[config.mk]
export PLATFORM = sky130hd
export DESIGN_NAME = instruction_prefetch_queue
export DESIGN_NICKNAME = d
export VERILOG_FILES = /design/src/rtl/instruction_prefetch_queue_pkg.sv /design/src/rtl/instruction_prefetch_queue_fifo.sv /design/src/rtl/instruction_prefetch_queue.sv
export SDC_FILE = /design/constraint.sdc
export NUM_CORES = 1
export LEC_CHECK = 0
export ABC_AREA = 1
export BUFFER_PORTS_ARGS = -buffer_cell sky130_fd_sc_hd__clkbuf_2
export CAP_MARGIN = 20
export CORE_ASPECT_RATIO = 0.7
export CORE_UTILIZATION = 45
export CTS_CLUSTER_DIAMETER = 100
export CTS_CLUSTER_SIZE = 10
export DETAILED_ROUTE_END_ITERATION = 16
export HOLD_SLACK_MARGIN = 0.15
export SLEW_MARGIN = 20
export SYNTH_ARGS = -nofsm -noshare
export SYNTH_HDL_FRONTEND = slang
export SYNTH_SLANG_ARGS = --single-unit
[constraint.sdc]
create_clock -name clk -period 3.7 [get_ports clk]
set_input_delay 0.37 -clock clk [delete_from_list [all_inputs] [get_ports clk]]
set_output_delay 0.37 -clock clk [all_outputs]
set_load 0.1 [all_outputs]
[src/rtl/instruction_prefetch_queue_pkg.sv]
// prefetch_info: state encoding and word-address helper shared by the prefetch queue
package prefetch_info;
  typedef enum logic {PQ_IDLE, PQ_STREAM} pq_state_t;
  localparam int WORD_BYTES = 4;
  function automatic logic [31:0] next_word_addr(input logic [31:0] addr);
    return (addr & ~32'h3) + 32'(WORD_BYTES);
  endfunction
endpackage

[src/rtl/instruction_prefetch_queue_fifo.sv]
// prefetch_fifo: DEPTH-entry circular word buffer with push/pop/flush; flush wins over push
module prefetch_fifo #(
  parameter int DEPTH = 4,
  parameter int CNT_W = $clog2(DEPTH) + 1
) (
  input  logic             clk,
  input  logic             reset,
  input  logic             push,
  input  logic             pop,
  input  logic             flush,
  input  logic [31:0]      wr_data,
  output logic [31:0]      rd_data,
  output logic [CNT_W-1:0] count
);
  localparam int PTR_W = $clog2(DEPTH);
  logic [31:0] mem [DEPTH];
  logic [PTR_W-1:0] rd_ptr, wr_ptr;
  assign rd_data = mem[rd_ptr];
  always_ff @(posedge clk or negedge reset)
    if (!reset) begin
      rd_ptr <= '0;
      wr_ptr <= '0;
      count  <= '0;
    end else if (flush) begin
      rd_ptr <= '0;
      wr_ptr <= '0;
      count  <= '0;
    end else begin
      if (push) wr_ptr <= wr_ptr + PTR_W'(1);
      if (pop) rd_ptr <= rd_ptr + PTR_W'(1);
      count <= count + CNT_W'(push) - CNT_W'(pop);
    end
  always_ff @(posedge clk)
    if (push && !flush) mem[wr_ptr] <= wr_data;
endmodule

[src/rtl/instruction_prefetch_queue.sv]
// instruction_prefetch_queue: sequential instruction prefetcher; define PREFETCH_STATS_EN for saturating hit/miss/drop counters
module instruction_prefetch_queue import prefetch_info::*; #(
  parameter int DEPTH = 4,
  parameter int CNT_W = $clog2(DEPTH) + 1
) (
  input  logic        clk,
  input  logic        reset,
  input  logic        cpu_read,
  input  logic [31:0] cpu_addr,
  output logic [31:0] cpu_rdata,
  output logic        cpu_busy,
  output logic        mem_req,
  output logic [31:0] mem_addr,
  input  logic        mem_ack,
  input  logic        mem_rvalid,
  input  logic [31:0] mem_rdata
`ifdef PREFETCH_STATS_EN
  ,
  output logic [31:0] stat_hits,
  output logic [31:0] stat_misses,
  output logic [31:0] stat_drops
`endif
);
  pq_state_t state, state_nx;
  logic [CNT_W-1:0] count, inflight, drop;
  logic [31:0] fetch_addr, head_addr, head_word, cpu_word;
  logic stream, match, hit, pending, redirect, ack, resp, discard, push;
  assign cpu_word = cpu_addr & ~32'h3;
  assign stream = state == PQ_STREAM;
  assign match = cpu_word == head_addr;
  assign hit = cpu_read && stream && count != '0 && match;
  // An empty queue at the head address means the word is in flight or about to be requested.
  assign pending = cpu_read && stream && count == '0 && match;
  assign redirect = cpu_read && !hit && !pending;
  assign cpu_busy = cpu_read && !hit;
  assign cpu_rdata = hit ? head_word : '0;
  assign mem_req = stream && !redirect && (count + inflight) < CNT_W'(DEPTH);
  assign mem_addr = fetch_addr;
  assign ack = mem_req && mem_ack;
  assign resp = mem_rvalid && (drop != '0 || inflight != '0);
  assign discard = resp && (drop != '0 || redirect);
  assign push = resp && !discard;
  always_comb state_nx = redirect ? PQ_STREAM : state;
  always_ff @(posedge clk or negedge reset)
    if (!reset) begin
      state      <= PQ_IDLE;
      inflight   <= '0;
      drop       <= '0;
      fetch_addr <= '0;
      head_addr  <= '0;
    end else begin
      state <= state_nx;
      if (redirect) begin
        inflight   <= '0;
        drop       <= drop + inflight - CNT_W'(resp);
        fetch_addr <= cpu_word;
        head_addr  <= cpu_word;
      end else begin
        inflight <= inflight + CNT_W'(ack) - CNT_W'(push);
        drop     <= drop - CNT_W'(discard);
        if (ack) fetch_addr <= next_word_addr(fetch_addr);
        if (hit) head_addr <= next_word_addr(head_addr);
      end
    end
  prefetch_fifo #(.DEPTH(DEPTH), .CNT_W(CNT_W)) u_fifo (
    .clk(clk),
    .reset(reset),
    .push(push),
    .pop(hit),
    .flush(redirect),
    .wr_data(mem_rdata),
    .rd_data(head_word),
    .count(count)
  );
`ifdef PREFETCH_STATS_EN
  always_ff @(posedge clk or negedge reset)
    if (!reset) begin
      stat_hits   <= '0;
      stat_misses <= '0;
      stat_drops  <= '0;
    end else begin
      stat_hits   <= stat_hits + 32'(hit && stat_hits != '1);
      stat_misses <= stat_misses + 32'(redirect && stat_misses != '1);
      stat_drops  <= stat_drops + 32'(discard && stat_drops != '1);
    end
`endif
endmodule
==> impl_summary.md <==
Logic synthesis
The synthesized design contains 202 register bits. The synthesized-area fraction occupied by xor and xnor cells is 0.04997. The largest family of logic cells by synthesized area is simple AND/OR/NAND/NOR gates. In the synthesized netlist the dominant register cell turns out to be edfxtp_1. The commonest cells after synthesis are 361 x nand2_1, 246 x nor2_1, 147 x nand3_1. Among all cell types in the netlist, the one instantiated most often is nand2_1. The post-synthesis cell area is 11390 um2. After synthesis, the cell types taking the most area are edfxtp_1 34%, dfrtp_1 16%, nand2_1 12%. The portion of synthesized area spent on multiplexers is 0. Of the total synthesized cell area, the portion taken by full adders, half adders and majority gates is 0.02284. Synthesis produced a netlist whose cell count is 1420.

Of the post-synthesis cell area, the dominant cell type holds 0.3374. The proportion of synthesized flip-flops having asynchronous set or reset is 0.3663. The share of the Yosys chip area taken by registers is 0.4999. edfxtp_1 takes more of the synthesized area than any other cell. During synthesis, Yosys emitted a total of 0 warnings.

The number of distinct library cells after synthesis is 31. The compound-gate portion of the synthesized area came to 0.06897. Counting flops with a built-in enable in the synthesized netlist gives 128. The fraction of the mapped netlist area in simple logic gates is 0.2884. Each instance of the synthesized netlist takes up on average 8.024 um2.

GRT
The number of antenna violations at the first check in global routing is 1. The global-route wire length before repair is ~53 mm. Global routing finished with a remaining overflow of 0. For this run, the total global-route usage over all layers was measured as 0.2670.

In this run the most used layer during global routing was met1. The global routing usage on met2 is 0.3659. The via count of the first global-routing pass is between 9000 and 10000. In the global route stage, met3 resource usage came out at 0.07019. In the global route stage, met1 resource usage came out at 0.4187.

The pin count of the biggest net entering global routing is 66.

Timing
The final-layout worst hold slack is 0.1822 ns. The final total negative setup slack is 0 ns. For the final database, setup skew stands at 0.02107 ns.

The hold violation total from the final report is 0. Headroom to the max-slew limit came out at 0.4353. Of the available clock period, the critical path in the final layout requires 0.8938. Derived from the worst setup path, the maximum achievable clock frequency is between 300 and 400 MHz.

Setup violations remaining at the end of the flow were counted as 0. Setup repair after global routing left no endpoint under its margin. At the pin with the least slew margin, the transition time is 0.8461 ns. The routed design could run at a clock period as short as 3.307 ns. The final-report max-slew violation count was 0.

CTS
No sink is reached through more buffers than the 3 on the longest clock path. Counting the buffers created by CTS gives 24. After clock tree synthesis, the clock-pin slew on the worst setup and hold paths is 0.06 ns.

For this design, the sink count on the clock tree is 202. The H-tree level count is 1. The clock tree root driver cell is clkbuf_16.

TritonCTS built the clock tree. The number of buffers inserted to repair setup after CTS is 0. The later pin in the worst-skew pair is clocked with a latency of between 0.5 and 0.6 ns.

Worst setup path
The data arrival at the endpoint of the critical path is 2.94 ns. Walking the worst path, the cells encountered are or2_2, nor2_1, nor2_2, nand2_1, buf_4, a21oi_1, buf_12. The largest stage delay on the critical path is 0.65 ns. The kind of cell adding the most delay to the critical path is simple AND/OR/NAND/NOR gates. On the critical path, the stage with the largest delay is an instance of nor2_2. The worst setup path is captured at an output port. The worst setup path is launched from a flop. Of all nets on the critical path, the largest fanout is 32. Together, buffers and inverters on the worst path number 2. For the worst setup path, the data required time is ~3.3 ns. The kind of critical path is flop to output port.

Die
The count of standard-cell rows is 48. 135 I/O pins were placed. The die covers roughly 26000 um2.

For this configuration, the core starts out at a cell density of 0.4605. In this run the horizontal extent of the chip is 192.2 um. The die height is between 100 and 150 um. The core area is 24740 um2.

Detailed routing
The DRC violations left is 0. The first routing iteration left 825 violations. The detail route stage leaves a number of antenna-violating nets equal to 0.

The total wirelength of the detailed-routed design is about 34 mm. The per-cell via count in the routed design is 5.284. The final route contains about 10000 vias. The first-pass detailed-route iteration total is 5. The routed wire length per instance is roughly 18 um.

Power and ir drop
The combinational share of power is 0.270. The static leakage is 6.145 nW. The net switching component of the power is 2.505 mW.

Across the VDD grid, the largest voltage drop is 369.5 uV. The share of total power dissipated in the clock network is 0.314. The total power density per cell area is 489.0 nW/um2. The share of total power dissipated in sequential elements is 0.416. Of the total power, the share spent switching nets is 0.3691.

Cell internal power was estimated by the tool at approximately 4.3 mW.

Layout
The final design instance area without fill is 13880 um2. The share of layout cells above drive strength 1 is 0.1250. The layout-stage area growth over the synthesis result is 21.80%. The number of nets in the finished design is between 1500 and 2000. 0 antenna diodes ended up in the layout.

Place
The placed instance area is 12850 um2. The wire-length estimate of the detail-placed layout is 23.78 mm. Buffers placed on the I/O ports in this run total 130. Routability-driven placement finished with a final weighted congestion of 0.9763.

Outcome
The flow ran to the end, and the final reports show no timing, DRC or antenna violations.

Run
The reported max-cap violation count is 0.

Hold path
The tightest min-delay check is of the input pin to flop type.
-- area by class of cell --
class                           instances  area [um2]
Inverter                              123       461.7
Timing Repair Buffer                  184        1664
Multi-Input combinational cell       1026        4952
Tap cell                              325       406.6
Fill cell                            2316       10870
Clock inverter                          2       38.79
Clock buffer                           39       656.9
Sequential cell                       202        5697
-- worst paths after layout --
check                                             startpoint  depth (start not counted)                            to  slack [ns]
worst max-delay path               u_fifo.count[1]$_DFF_PN0_                          7                  cpu_rdata[2]        0.39
worst min-delay path                             cpu_addr[6]                          3      head_addr[6]$_DFFE_PN0P_        0.18
worst max register to register     head_addr[20]$_DFFE_PN0P_                         17         inflight[2]$_DFF_PN0_        0.54
worst min register to register  u_fifo.rd_ptr[1]$_DFFE_PN0P_                          2  u_fifo.rd_ptr[1]$_DFFE_PN0P_        0.57
max in group asynchronous                              reset                          3      mem_addr[27]$_DFFE_PN0P_        2.43
min in group asynchronous                              reset                          2       mem_addr[8]$_DFFE_PN0P_        0.43
-- placed cells by master, fill, tap and decap left out, types with 2 or more instances in the layout --
master           n
and3_1           2
inv_1          116
or2_2            2
nand3_1        147
o21ai_0         67
ha_1            16
xor2_1          45
nor2_4           4
nor3_1          16
fa_1             3
edfxtp_1       128
nand2_1        361
conb_1           2
clkbuf_2        95
and2_1           2
nor2_1         240
a21oi_1         34
clkbuf_1        15
nor2_2           4
xnor2_1         20
nand4_1         17
o31ai_1          2
clkbuf_16       24
inv_2            7
dlygate4sd3_1   33
o21ai_1          4
buf_4           21
nand3b_1         3
buf_12          35
dfrtp_1         73
o211ai_1        32
-- tightest hold or removal path, cell delays in order --
cell      delay (ns)
clkbuf_2        0.10
nand3_1         0.11
nand3_1         0.10
-- stage by stage --
step,utilization,setup WS [ns],std cells,power (mW)
final,0.5608,0.3929,1901,6.786
after global placement,0.5193,0.4785,1827,4.630
after CTS,0.5608,0.3968,1901,6.824
after detailed placement,0.5194,0.6198,1827,4.659
after floorplan,-,0.1407,1421,4.210
after global routing,0.5608,0.2261,1901,7.113
-- power by group through the flow --
stage          sequential [mW]  clock (mW)  combinational, mW
2_1_floorplan             3.40           0              0.806
3_3_place_gp              2.86           0               1.77
3_5_place_dp              2.86           0               1.80
4_1_cts                   2.82        2.17               1.83
5_1_grt                   2.85        2.26               2.00
6_report                  2.82        2.13               1.83
-- routing by layer --
layer	wire, um	part of all wire
met3	3184	0.093
met5	13	0.00038
met1	16540	0.49
met4	546	0.016
met2	13780	0.40
-- kinds of logic (layout without fill, tap and decap cells) --
group	count (synthesis)	count (layout)
flip-flops	202	202
AND/OR/NAND/NOR	800	800
other	1	2
adder cells (fa/ha/maj)	19	19
AO/OA/AOI/OAI	140	140
XOR/XNOR	65	65
buffers and inverters	193	348
-- flip-flops by register name, summed over array words and instances, names as in the netlist --
| register | cells |
|---|---|
| head_addr | 30 |
| u_fifo.count | 3 |
| drop | 3 |
| state | 1 |
| inflight | 3 |
| u_fifo.rd_ptr | 2 |
| u_fifo.wr_ptr | 2 |
| u_fifo.mem | 128 |
| mem_addr | 30 |
-- repair_timing --
item | in CTS | in global routing
hold buffers | 33 | 0
gates resized for setup | 0 | 0
hold endpoints to repair | 175 | 0
(Power assumes the default switching activity.)
